===== src/rtl/singly_linked_list_walker_if.sv =====
// rtl/singly_linked_list_walker_if.sv - node beat stream between the list walker and its consumer
interface singly_linked_list_walker_if #(
    parameter int DATA_WIDTH = 8,
    parameter int MAX_NODE   = 8
);
    localparam int ADDR_WIDTH = $clog2(MAX_NODE + 1);

    logic                  m_valid;
    logic                  m_ready;
    logic [DATA_WIDTH-1:0] m_data;
    logic [ADDR_WIDTH-1:0] m_addr;
    logic                  m_last;

    modport master (
        output m_valid,
        output m_data,
        output m_addr,
        output m_last,
        input  m_ready
    );

    modport slave (
        input  m_valid,
        input  m_data,
        input  m_addr,
        input  m_last,
        output m_ready
    );
endinterface


===== src/rtl/singly_linked_list_walker.sv =====
// rtl/singly_linked_list_walker.sv - walks a singly linked list and streams {addr, data} beats; LL_WALKER_CHECK_EN adds chain checks
module singly_linked_list_walker #(
    parameter int  DATA_WIDTH = 8,
    parameter int  MAX_NODE   = 8,
    parameter int  TIMEOUT    = 15,
    localparam int ADDR_WIDTH = $clog2(MAX_NODE + 1)
) (
    input  logic                  clk,
    input  logic                  rst,
    input  logic                  start,
    output logic                  busy,
    output logic                  done,
    output logic                  fault,
    output logic [ADDR_WIDTH-1:0] count,
    output logic [2:0]            ll_op,
    output logic [ADDR_WIDTH-1:0] ll_addr,
    output logic                  ll_op_start,
    input  logic                  ll_op_done,
    input  logic                  ll_fault,
    input  logic [DATA_WIDTH-1:0] ll_data_out,
    input  logic [ADDR_WIDTH-1:0] ll_next_node_addr,
    input  logic [ADDR_WIDTH-1:0] ll_head,
    input  logic [ADDR_WIDTH-1:0] ll_length,
    singly_linked_list_walker_if.master m
);
    typedef enum logic [1:0] {S_IDLE, S_REQ, S_BEAT, S_FINISH} state_t;

    localparam int               TMO_W    = $clog2(TIMEOUT + 1);
    localparam logic [TMO_W-1:0] TMO_LAST = TMO_W'(TIMEOUT - 1);
`ifdef LL_WALKER_CHECK_EN
    localparam logic [ADDR_WIDTH-1:0] ADDR_NULL = ADDR_WIDTH'(MAX_NODE + 1);
`endif

    state_t                state_q, state_d;
    logic [ADDR_WIDTH-1:0] len_q, len_d;
    logic [ADDR_WIDTH-1:0] addr_q, addr_d;
    logic [ADDR_WIDTH-1:0] nxt_q, nxt_d;
    logic [ADDR_WIDTH-1:0] count_q, count_d;
    logic [TMO_W-1:0]      tmo_q, tmo_d;
    logic                  busy_q, busy_d;
    logic                  done_q, done_d;
    logic                  fault_q, fault_d;
    logic                  op_start_q, op_start_d;
    logic                  m_valid_q, m_valid_d;
    logic [DATA_WIDTH-1:0] m_data_q, m_data_d;
    logic [ADDR_WIDTH-1:0] m_addr_q, m_addr_d;
    logic                  m_last_q, m_last_d;
    logic [ADDR_WIDTH-1:0] len_m1;

    // len_q is at least 1 whenever REQ/BEAT use len_m1, so no underflow is observed
    assign len_m1 = len_q - 1'b1;

    always_comb begin
        state_d    = state_q;
        len_d      = len_q;
        addr_d     = addr_q;
        nxt_d      = nxt_q;
        count_d    = count_q;
        tmo_d      = tmo_q;
        busy_d     = busy_q;
        done_d     = 1'b0;
        fault_d    = 1'b0;
        op_start_d = op_start_q;
        m_valid_d  = m_valid_q;
        m_data_d   = m_data_q;
        m_addr_d   = m_addr_q;
        m_last_d   = m_last_q;

        case (state_q)
            S_IDLE: begin
                if (start) begin
                    len_d   = ll_length;
                    addr_d  = ll_head;
                    count_d = '0;
                    tmo_d   = '0;
                    if (ll_length == '0) begin
                        state_d = S_FINISH;
                        busy_d  = 1'b0;
                        done_d  = 1'b1;
                    end else begin
                        state_d    = S_REQ;
                        busy_d     = 1'b1;
                        op_start_d = 1'b1;
                    end
                end
            end
            S_REQ: begin
                if (ll_op_done) begin
                    op_start_d = 1'b0;
                    if (ll_fault) begin
                        state_d = S_FINISH;
                        busy_d  = 1'b0;
                        done_d  = 1'b1;
                        fault_d = 1'b1;
                    end else begin
                        state_d   = S_BEAT;
                        m_valid_d = 1'b1;
                        m_data_d  = ll_data_out;
                        m_addr_d  = addr_q;
                        nxt_d     = ll_next_node_addr;
`ifdef LL_WALKER_CHECK_EN
                        // a NULL pointer before the expected end truncates the walk here
                        m_last_d  = (count_q == len_m1) || (ll_next_node_addr == ADDR_NULL);
`else
                        m_last_d  = (count_q == len_m1);
`endif
                    end
                end else if (tmo_q == TMO_LAST) begin
                    state_d    = S_FINISH;
                    op_start_d = 1'b0;
                    busy_d     = 1'b0;
                    done_d     = 1'b1;
                    fault_d    = 1'b1;
                end else begin
                    tmo_d = tmo_q + 1'b1;
                end
            end
            S_BEAT: begin
                if (m.m_ready) begin
                    count_d   = count_q + 1'b1;
                    addr_d    = nxt_q;
                    m_valid_d = 1'b0;
                    m_last_d  = 1'b0;
                    if (m_last_q) begin
                        state_d = S_FINISH;
                        busy_d  = 1'b0;
                        done_d  = 1'b1;
`ifdef LL_WALKER_CHECK_EN
                        // last beat must both be the counted end and point at NULL
                        fault_d = (nxt_q != ADDR_NULL) || (count_q != len_m1);
`endif
                    end else begin
                        state_d    = S_REQ;
                        op_start_d = 1'b1;
                        tmo_d      = '0;
                    end
                end
            end
            S_FINISH: begin
                state_d = S_IDLE;
            end
            default: begin
                state_d = S_IDLE;
            end
        endcase
    end

    always_ff @(posedge clk) begin
        if (!rst) begin
            state_q    <= S_IDLE;
            len_q      <= '0;
            addr_q     <= '0;
            nxt_q      <= '0;
            count_q    <= '0;
            tmo_q      <= '0;
            busy_q     <= 1'b0;
            done_q     <= 1'b0;
            fault_q    <= 1'b0;
            op_start_q <= 1'b0;
            m_valid_q  <= 1'b0;
            m_data_q   <= '0;
            m_addr_q   <= '0;
            m_last_q   <= 1'b0;
        end else begin
            state_q    <= state_d;
            len_q      <= len_d;
            addr_q     <= addr_d;
            nxt_q      <= nxt_d;
            count_q    <= count_d;
            tmo_q      <= tmo_d;
            busy_q     <= busy_d;
            done_q     <= done_d;
            fault_q    <= fault_d;
            op_start_q <= op_start_d;
            m_valid_q  <= m_valid_d;
            m_data_q   <= m_data_d;
            m_addr_q   <= m_addr_d;
            m_last_q   <= m_last_d;
        end
    end

    assign busy        = busy_q;
    assign done        = done_q;
    assign fault       = fault_q;
    assign count       = count_q;
    assign ll_op       = 3'd0;
    assign ll_addr     = addr_q;
    assign ll_op_start = op_start_q;
    assign m.m_valid   = m_valid_q;
    assign m.m_data    = m_data_q;
    assign m.m_addr    = m_addr_q;
    assign m.m_last    = m_last_q;
endmodule

===== src/flat_wrapper.sv =====
// flat-port wrapper written by rule: the top's interface ports become plain ports
module singly_linked_list_walker_flat 
#(
    parameter int  DATA_WIDTH = 8,
    parameter int  MAX_NODE   = 8,
    parameter int  TIMEOUT    = 15,
    localparam int ADDR_WIDTH = $clog2(MAX_NODE + 1)
)
  (clk, rst, start, busy, done, fault, count, ll_op, ll_addr, ll_op_start, ll_op_done, ll_fault, ll_data_out, ll_next_node_addr, ll_head, ll_length, m_m_valid, m_m_data, m_m_addr, m_m_last, m_m_ready);
  singly_linked_list_walker_if #(.DATA_WIDTH(DATA_WIDTH), .MAX_NODE(MAX_NODE)) m_i ();
  input  logic clk;
  input  logic rst;
  input  logic start;
  output logic busy;
  output logic done;
  output logic fault;
  output logic [ADDR_WIDTH-1:0] count;
  output logic [2:0] ll_op;
  output logic [ADDR_WIDTH-1:0] ll_addr;
  output logic ll_op_start;
  input  logic ll_op_done;
  input  logic ll_fault;
  input  logic [DATA_WIDTH-1:0] ll_data_out;
  input  logic [ADDR_WIDTH-1:0] ll_next_node_addr;
  input  logic [ADDR_WIDTH-1:0] ll_head;
  input  logic [ADDR_WIDTH-1:0] ll_length;
  output wire logic [$bits(m_i.m_valid)-1:0] m_m_valid;
  output wire logic [$bits(m_i.m_data)-1:0] m_m_data;
  output wire logic [$bits(m_i.m_addr)-1:0] m_m_addr;
  output wire logic [$bits(m_i.m_last)-1:0] m_m_last;
  input wire logic [$bits(m_i.m_ready)-1:0] m_m_ready;
  assign m_m_valid = m_i.m_valid;
  assign m_m_data = m_i.m_data;
  assign m_m_addr = m_i.m_addr;
  assign m_m_last = m_i.m_last;
  assign m_i.m_ready = m_m_ready;
  singly_linked_list_walker #(.DATA_WIDTH(DATA_WIDTH), .MAX_NODE(MAX_NODE), .TIMEOUT(TIMEOUT)) u_core (.clk(clk), .rst(rst), .start(start), .busy(busy), .done(done), .fault(fault), .count(count), .ll_op(ll_op), .ll_addr(ll_addr), .ll_op_start(ll_op_start), .ll_op_done(ll_op_done), .ll_fault(ll_fault), .ll_data_out(ll_data_out), .ll_next_node_addr(ll_next_node_addr), .ll_head(ll_head), .ll_length(ll_length), .m(m_i));
endmodule

===== config.mk =====
export PLATFORM = sky130hd
export DESIGN_NAME = singly_linked_list_walker_flat
export DESIGN_NICKNAME = d
export VERILOG_FILES = /design/src/rtl/singly_linked_list_walker_if.sv /design/src/rtl/singly_linked_list_walker.sv /design/src/flat_wrapper.sv
export SDC_FILE = /design/constraint.sdc
export NUM_CORES = 1
export LEC_CHECK = 0
export CELL_PAD_IN_SITES_DETAIL_PLACEMENT = 0
export CELL_PAD_IN_SITES_GLOBAL_PLACEMENT = 2
export CORE_UTILIZATION = 29
export CTS_CLUSTER_DIAMETER = 50
export DETAILED_ROUTE_END_ITERATION = 8
export PLACE_DENSITY = 0.86
export SYNTH_ARGS = -nofsm -noshare
export SYNTH_HDL_FRONTEND = slang
export SYNTH_SLANG_ARGS = --single-unit

===== constraint.sdc =====
create_clock -name clk -period 3.15 [get_ports clk]
set_input_delay 0.63 -clock clk [delete_from_list [all_inputs] [get_ports clk]]
set_output_delay 0.63 -clock clk [all_outputs]
set_load 0.005 [all_outputs]

==> run_results.csv, run 1 <==
group,metric,value,unit
synth,netlist_area,1900,sq um
routing,first_pass_iters,4,
timing,worst_slew_pin_slew,0.708,ns
placement,hpwl,3300,microns
clocking,cts_setup_buffers,0,
pwr,p_seq_frac,0.374,
finish,num_antenna_cells,0,
setup_path,cp.arrival,2.42,ns
global_route,globalRoute.totalOverflow,0,
timing,fmax,449,MHz
clocking,clk_pin_slew,0.09,ns
clocking,cts_tree,"built",
synth,synth_area_leaders,"dfxtp_1, nand2_1, a21oi_1",
finish,nets,314,
global_route,grt_usage,0.145,
routing,drc,0,
pwr,net-switching-power,0.000649,W
pwr,internal_power,0.00111,W
setup_path,crit_slowest_cell,"ha_1",
floorplan,io_pins,55,
min_path,min_to,"u_core.nxt_q[0]",
clocking,clockBufferDepth,2,
synth,synth_top_area_share,0.421,
timing,rsz0062_at_grt,"false",
setup_path,r2r-end,"u_core.count[0]",
synth,avgSynthCellArea,8.27,sq um
synth,yosys.area.top_type,"dfxtp_1",
placement,dp.cells,349,
timing,setup_viol_count_final,0,
routing,via_per_inst,4.78,
pwr,combPwrFrac,0.418,
floorplan,dieArea,6890,sq um
timing,slew_headroom,0.528,
run,cap_violations,0,
pwr,p_sw_frac,0.370,
global_route,grt_max_degree,21,
setup_path,critPathKind,"reg -> reg",
floorplan,core_area,6350,sq um
global_route,grt_first_pass_wirelength,8100,microns
clocking,htree_levels,2,
clocking,cts_repair_resize_count,0,
pwr,p_clk_frac,0.208,
min_path,min_path_type,"reg -> reg",
timing,period_share,0.707,
pwr,irDropWorstVdd,0.276,mV
setup_path,cp.required,3.34,ns
finish,final_cells,357,
floorplan,start_util,0.300,
placement,place_congestion,0.756,
setup_path,slowest_delay,0.64,ns
setup_path,crit_fanout,17,
clocking,clock_latency,0.30,ns
timing,skew,0.0114,ns
routing,drtAntennaViolNets,0,
global_route,antenna_found_initial,0,
setup_path,regToRegSetupSlack,0.92,ns
pwr,powerDensity,685,nW/um^2
setup_path,crit_chain,"inv_1, ha_1, nor2_1, nor3_2, mux2_2, nor2_1",
finish,final_cell_mix,"clkdlybuf4s50_1, nand2_1, dfxtp_1",
clocking,clockRootBuffer,"clkbuf_8",
setup_path,cpMostUsedCell,"nor2_1",
clocking,cts_buffers,5,
routing,wl_per_cell,13.1,microns
routing,drt_iter0_drc,77,
synth,netlist_instances,230,
finish,layout_commonest_cell,"clkdlybuf4s50_1",
timing,post-route-min-period,2.23,ns
timing,tns,0,ns
floorplan,die_x,83.0,microns
run_status,run_status,"finished clean",
placement,io_buffers,51,
synth,synth_seq_area_share,0.421,
clocking,ctsHoldBuffers,0,
global_route,grt_pass1_vias,1697,
synth,yosysWarningCount,0,
finish,drive_gt1_frac,0.0571,
routing,finalWirelength,4690,microns
clocking,clock-sinks,40,
min_path,whs_path_depth,2,
pwr,p_leak,0.913,nW
synth,ys_seq_elements,40,
min_path,hp-start,"u_core.nxt_q[0]",
setup_path,end_kind,"flip-flop",
setup_path,reg2reg_depth,6,
timing,drv_slew,0,
timing,hold_violations,0,
setup_path,cp-start-kind,"flip-flop",
routing,vias,1706,
floorplan,floorplan.rows,29,
floorplan,die_h,83.0,microns
finish,syn_to_final_growth,34.7,%
setup_path,rr_startpoint,"u_core.state_q[0]",
synth,synth_cell_types,41,
[worst max-delay path by stage]
stage	from	to	slack (ns)	cells after the start
5_1_grt	u_core.state_q[0]	u_core.ll_addr[3]	0.71	6
6_report	u_core.state_q[0]	u_core.count[0]	0.92	6
3_5_place_dp	start	u_core.tmo_q[2]	0.77	5
4_1_cts	u_core.state_q[0]	u_core.count[0]	0.88	6
3_3_place_gp	start	u_core.tmo_q[2]	0.80	5
2_1_floorplan	u_core.state_q[0]	u_core.tmo_q[3]	1.31	7
[cell families (layout without fill, tap and decap cells)]
group / Yosys count / after routing / synth area share
AO/OA/AOI/OAI: 50 / 50 / 0.160
XOR/XNOR: 8 / 8 / 0.0368
adder cells (fa/ha/maj): 9 / 9 / 0.0592
buffers and inverters: 23 / 71 / 0.0572
flip-flops: 40 / 40 / 0.421
multiplexers: 7 / 7 / 0.0375
other: 1 / 3 / 0.00197
AND/OR/NAND/NOR: 92 / 92 / 0.226
[sequential cells by signal, summed over array words and instances (netlist names)]
signal / count
u_core.count: 4
u_core.tmo_q: 4
u_core.m.m_addr: 4
u_core.state_q: 2
u_core.m.m_valid: 1
u_core.busy: 1
u_core.len_q: 4
u_core.ll_op_start: 1
u_core.nxt_q: 4
u_core.m.m_data: 8
u_core.ll_addr: 4
u_core.fault: 1
u_core.done: 1
u_core.m.m_last: 1
[power by group through the flow]
stage	Sequential [W]	Combinational, W	Clock, W
global placement	0.000667	0.000736	0
floorplan	0.000662	0.000493	0
global route	0.000671	0.000824	0.000407
detailed placement	0.000667	0.000739	0
CTS	0.000657	0.000743	0.000383
finish	0.000656	0.000734	0.000366
[worst max-delay path: cells and delay by family, from the launching register on]
family / cells / cell delay (ns)
fa+ha+maj: 1 / 0.64
buf+inv: 1 / 0.14
flops: 1 / 0.33
mux: 1 / 0.27
simple gates: 3 / 0.74
[stage by stage]
step	worst slack, ns	instance area (sq um)	hold WS [ns]	util	power [W]
detailed placement	0.771	2460	0.450	0.388	0.00141
floorplan	1.31	1910	0.436	-	0.00115
CTS	0.884	2560	0.462	0.403	0.00178
global route	0.709	2560	0.478	0.403	0.00190
finish	0.923	2560	0.459	0.403	0.00176
global placement	0.805	2460	0.441	0.388	0.00140
[synth_stat cells]
| cell | number |
|---|---|
| a211o_1 | 1 |
| nand4b_1 | 1 |
| and2_1 | 1 |
| a221oi_1 | 1 |
| nor2b_1 | 1 |
| nor3_1 | 3 |
| nor4_1 | 3 |
| xor2_1 | 3 |
| a21oi_1 | 27 |
| o21ai_0 | 3 |
| nor4b_1 | 1 |
| buf_6 | 1 |
| conb_1 | 1 |
| xnor2_1 | 5 |
| nor2_1 | 13 |
| nand2_1 | 47 |
| a41o_1 | 1 |
| buf_2 | 3 |
| nand3_1 | 9 |
| mux2i_1 | 6 |
| o32ai_1 | 1 |
| a31o_2 | 1 |
| nand4_1 | 2 |
| buf_4 | 3 |
| or4_1 | 3 |
| or2_2 | 1 |
| clkbuf_1 | 6 |
| nor3_2 | 1 |
| buf_1 | 1 |
| a31oi_1 | 3 |
| mux2_2 | 1 |
| inv_1 | 8 |
| clkinv_1 | 1 |
| nand2b_1 | 4 |
| a311oi_1 | 1 |
| nor2b_4 | 1 |
| o22ai_1 | 1 |
| dfxtp_1 | 40 |
| or3_1 | 1 |
| a211oi_1 | 10 |
| ha_1 | 9 |
[final cells by class]
| class | instances | area (sq um) |
|---|---|---|
| clock buffers | 6 | 82.6 |
| flip-flops and latches | 40 | 801 |
| inverters | 9 | 33.8 |
| clock inverters | 2 | 15.0 |
| multi-input cells | 169 | 1000 |
| fillers | 668 | 3790 |
| repair buffers | 54 | 533 |
| well taps | 77 | 96.3 |
[layer usage]
metal,up-vias,GRT usage,share of wire
li1,886,-,-
met1,767,0.191,0.49
met2,49,0.220,0.43
met3,4,0.0586,0.075
met4,0,0.0376,0.0073
met5,-,0,0
Note: power is estimated with default switching activity, not from simulation.
==> run 2, diff against run 1 <==
Settings changed: CORE_UTILIZATION 29 to 27, PLACE_DENSITY 0.86 to 0.81.
Clock period 3.15 ns to 2.06 ns, I/O delays scaled along.
==> run 2 against run 1 <==
Net effect:
- combinational power increased by 76%
- clock skew decreased by 0.0080 ns
- non-clock buffer count increased by 14
- clock power increased by 87%
- flip-flop and latch count unchanged
- worst setup slack got worse by 0.77 ns
- register-to-register slack got worse by 0.77 ns
- sequential power increased by 52%
- sequential share of layout area decreased by 1.8 points
==> run_results.csv, run 2 (synthesis results as in run 1) <==
group,metric,value,unit
global_route,antenna_found_initial,0,
routing,drc,0,
pwr,powerDensity,1100,nW/um^2
clocking,ctsHoldBuffers,0,
clocking,clockRootBuffer,"clkbuf_8",
routing,via_per_inst,4.56,
floorplan,core_area,6790,sq um
setup_path,cp.arrival,2.13,ns
timing,drv_slew,0,
floorplan,floorplan.rows,30,
timing,rsz0062_at_grt,"false",
placement,hpwl,3500,microns
finish,syn_to_final_growth,42.7,%
setup_path,cp-start-kind,"flip-flop",
clocking,clock-sinks,40,
routing,first_pass_iters,4,
floorplan,start_util,0.280,
run,cap_violations,0,
floorplan,io_pins,55,
finish,fin_util,0.399,
setup_path,crit_fanout,5,
finish,drive_gt1_frac,0.102,
routing,vias,1777,
clocking,cts_tree,"built",
timing,skew,0.00341,ns
pwr,report.power.total,0.00298,W
timing,hold_violations,0,
finish,largest_reg_flops,8,
clocking,clock_latency,0.30,ns
global_route,grt_pass1_vias,1714,
placement,post-place-ws,-0.0499,ns
setup_path,critPathKind,"reg -> reg",
clocking,cts_buffers,5,
min_path,min_path_type,"reg -> reg",
timing,fin_ws,0.156,ns
global_route,grt_first_pass_wirelength,8270,microns
global_route,grt_usage,0.144,
run_status,run_status,"finished clean",
finish,layout_commonest_cell,"clkdlybuf4s50_1",
setup_path,end_kind,"flip-flop",
routing,drt_iter0_drc,49,
global_route,globalRoute.totalOverflow,0,
clocking,htree_levels,2,
timing,setup_viol_count_final,0,
floorplan,die_x,85.9,microns
routing,finalWirelength,4810,microns
floorplan,dieArea,7380,sq um
timing,fmax,525,MHz
timing,post-route-min-period,1.90,ns
setup_path,cp.required,2.28,ns
routing,drtAntennaViolNets,0,
pwr,irDropWorstVdd,0.355,mV
finish,num_antenna_cells,0,
clocking,cts_repair_resize_count,0,
finish,final_cell_mix,"clkdlybuf4s50_1, nand2_1, dfxtp_1",
clocking,clk_pin_slew,0.08,ns
clocking,clockBufferDepth,2,
global_route,grt_max_degree,30,
finish,nets,328,
floorplan,die_h,85.9,microns
timing,period_share,0.925,
placement,io_buffers,51,
routing,wl_per_cell,12.3,microns
placement,place_congestion,0.730,
clocking,cts_setup_buffers,0,
pwr,p_leak,1.00,nW
-- run 2: final timing paths --
check / startpoint / endpoint / slack [ns] / cells past startpoint
worst max-delay path: u_core.state_q[1] / u_core.tmo_q[3] / 0.16 / 6
worst min-delay path: u_core.nxt_q[2] / u_core.nxt_q[2] / 0.45 / 2
worst max register to register: u_core.state_q[1] / u_core.tmo_q[3] / 0.16 / 6
worst min register to register: u_core.nxt_q[2] / u_core.nxt_q[2] / 0.45 / 2
-- run 2: report_power, final --
| part | total (W) | leakage, nW | switching [W] | internal, W |
|---|---|---|---|---|
| Sequential | 0.00100 | 0.326 | 0.0000963 | 0.000907 |
| Combinational | 0.00129 | 0.613 | 0.000651 | 0.000644 |
| Clock | 0.000684 | 0.0614 | 0.000287 | 0.000396 |
-- run 2: area by class of cell --
class | instances | area (sq um)
clock inverters | 2 | 38.8
clock buffers | 6 | 82.6
multi-input cells | 169 | 1000
fillers | 737 | 4080
flip-flops and latches | 40 | 801
repair buffers | 68 | 638
inverters | 9 | 33.8
well taps | 96 | 120
-- run 2: metrics by stage --
stage,area [sq um],hold WS (ns),cells,setup TNS (ns)
after floorplan,1910,0.436,232,0
after global placement,2590,0.441,382,0
after detailed placement,2590,0.448,382,-0.0607
after CTS,2710,0.461,390,0
after global routing,2710,0.479,390,0
final,2710,0.454,390,0
-- run 2: worst max-delay path, cell delays in order, from the launching register on --
cell and delay, ns:
dfxtp_1 0.41, inv_1 0.11, ha_1 0.23, nor2b_4 0.15, a211o_1 0.32, or4_1 0.48, a31oi_1 0.14
-- run 2: layer usage --
layer	share of wire	GRT usage	up-vias
met5	0	0	-
li1	-	-	910
met4	0.014	0.0500	0
met2	0.41	0.227	54
met3	0.088	0.0529	7
met1	0.49	0.180	806
==> run 3, diff against run 2 <==
Settings changed: PLACE_DENSITY 0.81 to 0.85.
==> run 3 against run 2 <==
Net effect:
- flip-flop and latch count unchanged
- largest power group unchanged
- utilization increased by 0.11 points
- clock-buffer cell count shrank 1
- global-route usage decreased by 0.78 points
- cell count is the same
- clock power down 2%
- sequential power hardly changed
- cell area rose by 0.28%
- via count increased by 0.62%
==> run_results.csv, run 3 (synthesis results as in run 1) <==
group,metric,value,unit
routing,vias,1788,
placement,placed_area,2610,sq um
timing,tns,0,ns
placement,hpwl,3510,microns
clocking,ctsHoldBuffers,0,
finish,final_cell_mix,"clkdlybuf4s50_1, nand2_1, dfxtp_1",
finish,largest_reg_flops,8,
setup_path,cp-start-kind,"flip-flop",
finish,syn_to_final_growth,43.1,%
setup_path,critPathKind,"reg -> reg",
clocking,clockRootBuffer,"clkbuf_8",
setup_path,crit_slowest_cell,"or4_1",
global_route,grt_first_pass_wirelength,7940,microns
timing,rsz0062_at_grt,"false",
placement,io_buffers,51,
routing,drc,0,
finish,layout_commonest_cell,"clkdlybuf4s50_1",
global_route,antenna_found_initial,0,
global_route,grt_usage,0.136,
routing,drt_iter0_drc,62,
placement,post-place-ws,0.0189,ns
clocking,clock-sinks,40,
timing,hold_violations,0,
floorplan,io_pins,55,
timing,setup_viol_count_final,0,
setup_path,end_kind,"flip-flop",
placement,dp.cells,382,
floorplan,die_x,85.9,microns
timing,fmax,548,MHz
setup_path,reg2reg_depth,6,
min_path,min_path_type,"reg -> reg",
finish,fin_util,0.401,
clocking,cts_tree,"built",
timing,drv_slew,0,
floorplan,floorplan.rows,30,
clocking,cts_buffers,5,
run,cap_violations,0,
global_route,globalRoute.totalOverflow,0,
routing,finalWirelength,4750,microns
clocking,htree_levels,2,
run_status,run_status,"finished clean",
global_route,grt_pass1_vias,1658,
finish,finalInstanceArea,2720,sq um
setup_path,cp.required,2.28,ns
pwr,powerDensity,1090,nW/um^2
global_route,grt_max_degree,30,
clocking,cts_repair_resize_count,0,
clocking,cts_setup_buffers,0,
setup_path,slowest_delay,0.47,ns
setup_path,path_delay_family,"simple AND/OR/NAND/NOR gates",
timing,skew,0.0106,ns
finish,multiInputGateArea,1000,sq um
timing,post-route-min-period,1.82,ns
routing,via_per_inst,4.58,
floorplan,core_area,6790,sq um
timing,period_share,0.885,
finish,num-fill-cells,713,
finish,num_antenna_cells,0,
finish,area.sequential,801,sq um
finish,nets,328,
setup_path,cp.depth,6,
setup_path,crit_fanout,6,
setup_path,crit_buf_inv,1,
timing,fin_ws,0.236,ns
clocking,clock_latency,0.29,ns
setup_path,cp.arrival,2.05,ns
setup_path,crit_chain,"inv_1, ha_1, nor2b_4, a211o_1, or4_1, a31oi_1",
pwr,p_leak,1.00,nW
floorplan,start_util,0.280,
finish,drive_gt1_frac,0.102,
placement,place_congestion,0.806,
routing,drtAntennaViolNets,0,
setup_path,regToRegSetupSlack,0.24,ns
finish,final_cells,390,
routing,wl_per_cell,12.2,microns
floorplan,die_h,85.9,microns
clocking,clk_pin_slew,0.09,ns
floorplan,dieArea,7380,sq um
routing,first_pass_iters,4,
clocking,clockBufferDepth,2,
min_path,whs_path_depth,2,
pwr,irDropWorstVdd,0.392,mV
-- run 3: per-layer routing --
metal,up-vias,track usage,share of wire
li1,917,-,-
met1,822,0.177,0.48
met2,45,0.213,0.44
met3,4,0.0472,0.069
met4,0,0.0364,0.0065
met5,-,0,0
-- run 3: worst paths after layout --
kind,endpoint,from
setup / recovery,u_core.tmo_q[3],u_core.state_q[0]
hold / removal,u_core.m.m_data[3],u_core.m.m_data[3]
setup reg to reg,u_core.tmo_q[3],u_core.state_q[0]
hold reg to reg,u_core.m.m_data[3],u_core.m.m_data[3]
-- run 3: final cells by class --
type,instances,share of cell area
Sequential cell,40,0.294
Inverter,9,0.0124
Timing Repair Buffer,68,0.239
Clock inverter,3,0.0175
Tap cell,96,0.0441
Clock buffer,5,0.0253
Multi-Input combinational cell,169,0.367
-- run 3: report_power, final --
part / internal [W] / total [W] / leakage [nW] / switching, W
clock: 0.000365 / 0.000668 / 0.0583 / 0.000303
sequential: 0.000907 / 0.00100 / 0.326 / 0.0000961
combinational: 0.000652 / 0.00129 / 0.619 / 0.000637
total: 0.00192 / 0.00296 / 1.00 / 0.00104
-- run 3: worst register-to-register path: cells and delay by family, from the launching register on --
family                     cells  cell delay, ns
and+or+nand+nor                2            0.62
AOI/OAI and AO/OA              2            0.43
DFF                            1            0.36
adders and majority gates      1            0.24
buffers and inverters          1            0.12
-- run 3: through the flow --
| stage | hold WS, ns | total power [W] |
|---|---|---|
| final | 0.458 | 0.00296 |
| after detailed placement | 0.449 | 0.00232 |
| after floorplan | 0.436 | 0.00177 |
| after global routing | 0.481 | 0.00320 |
| after CTS | 0.462 | 0.00301 |
| after global placement | 0.442 | 0.00231 |
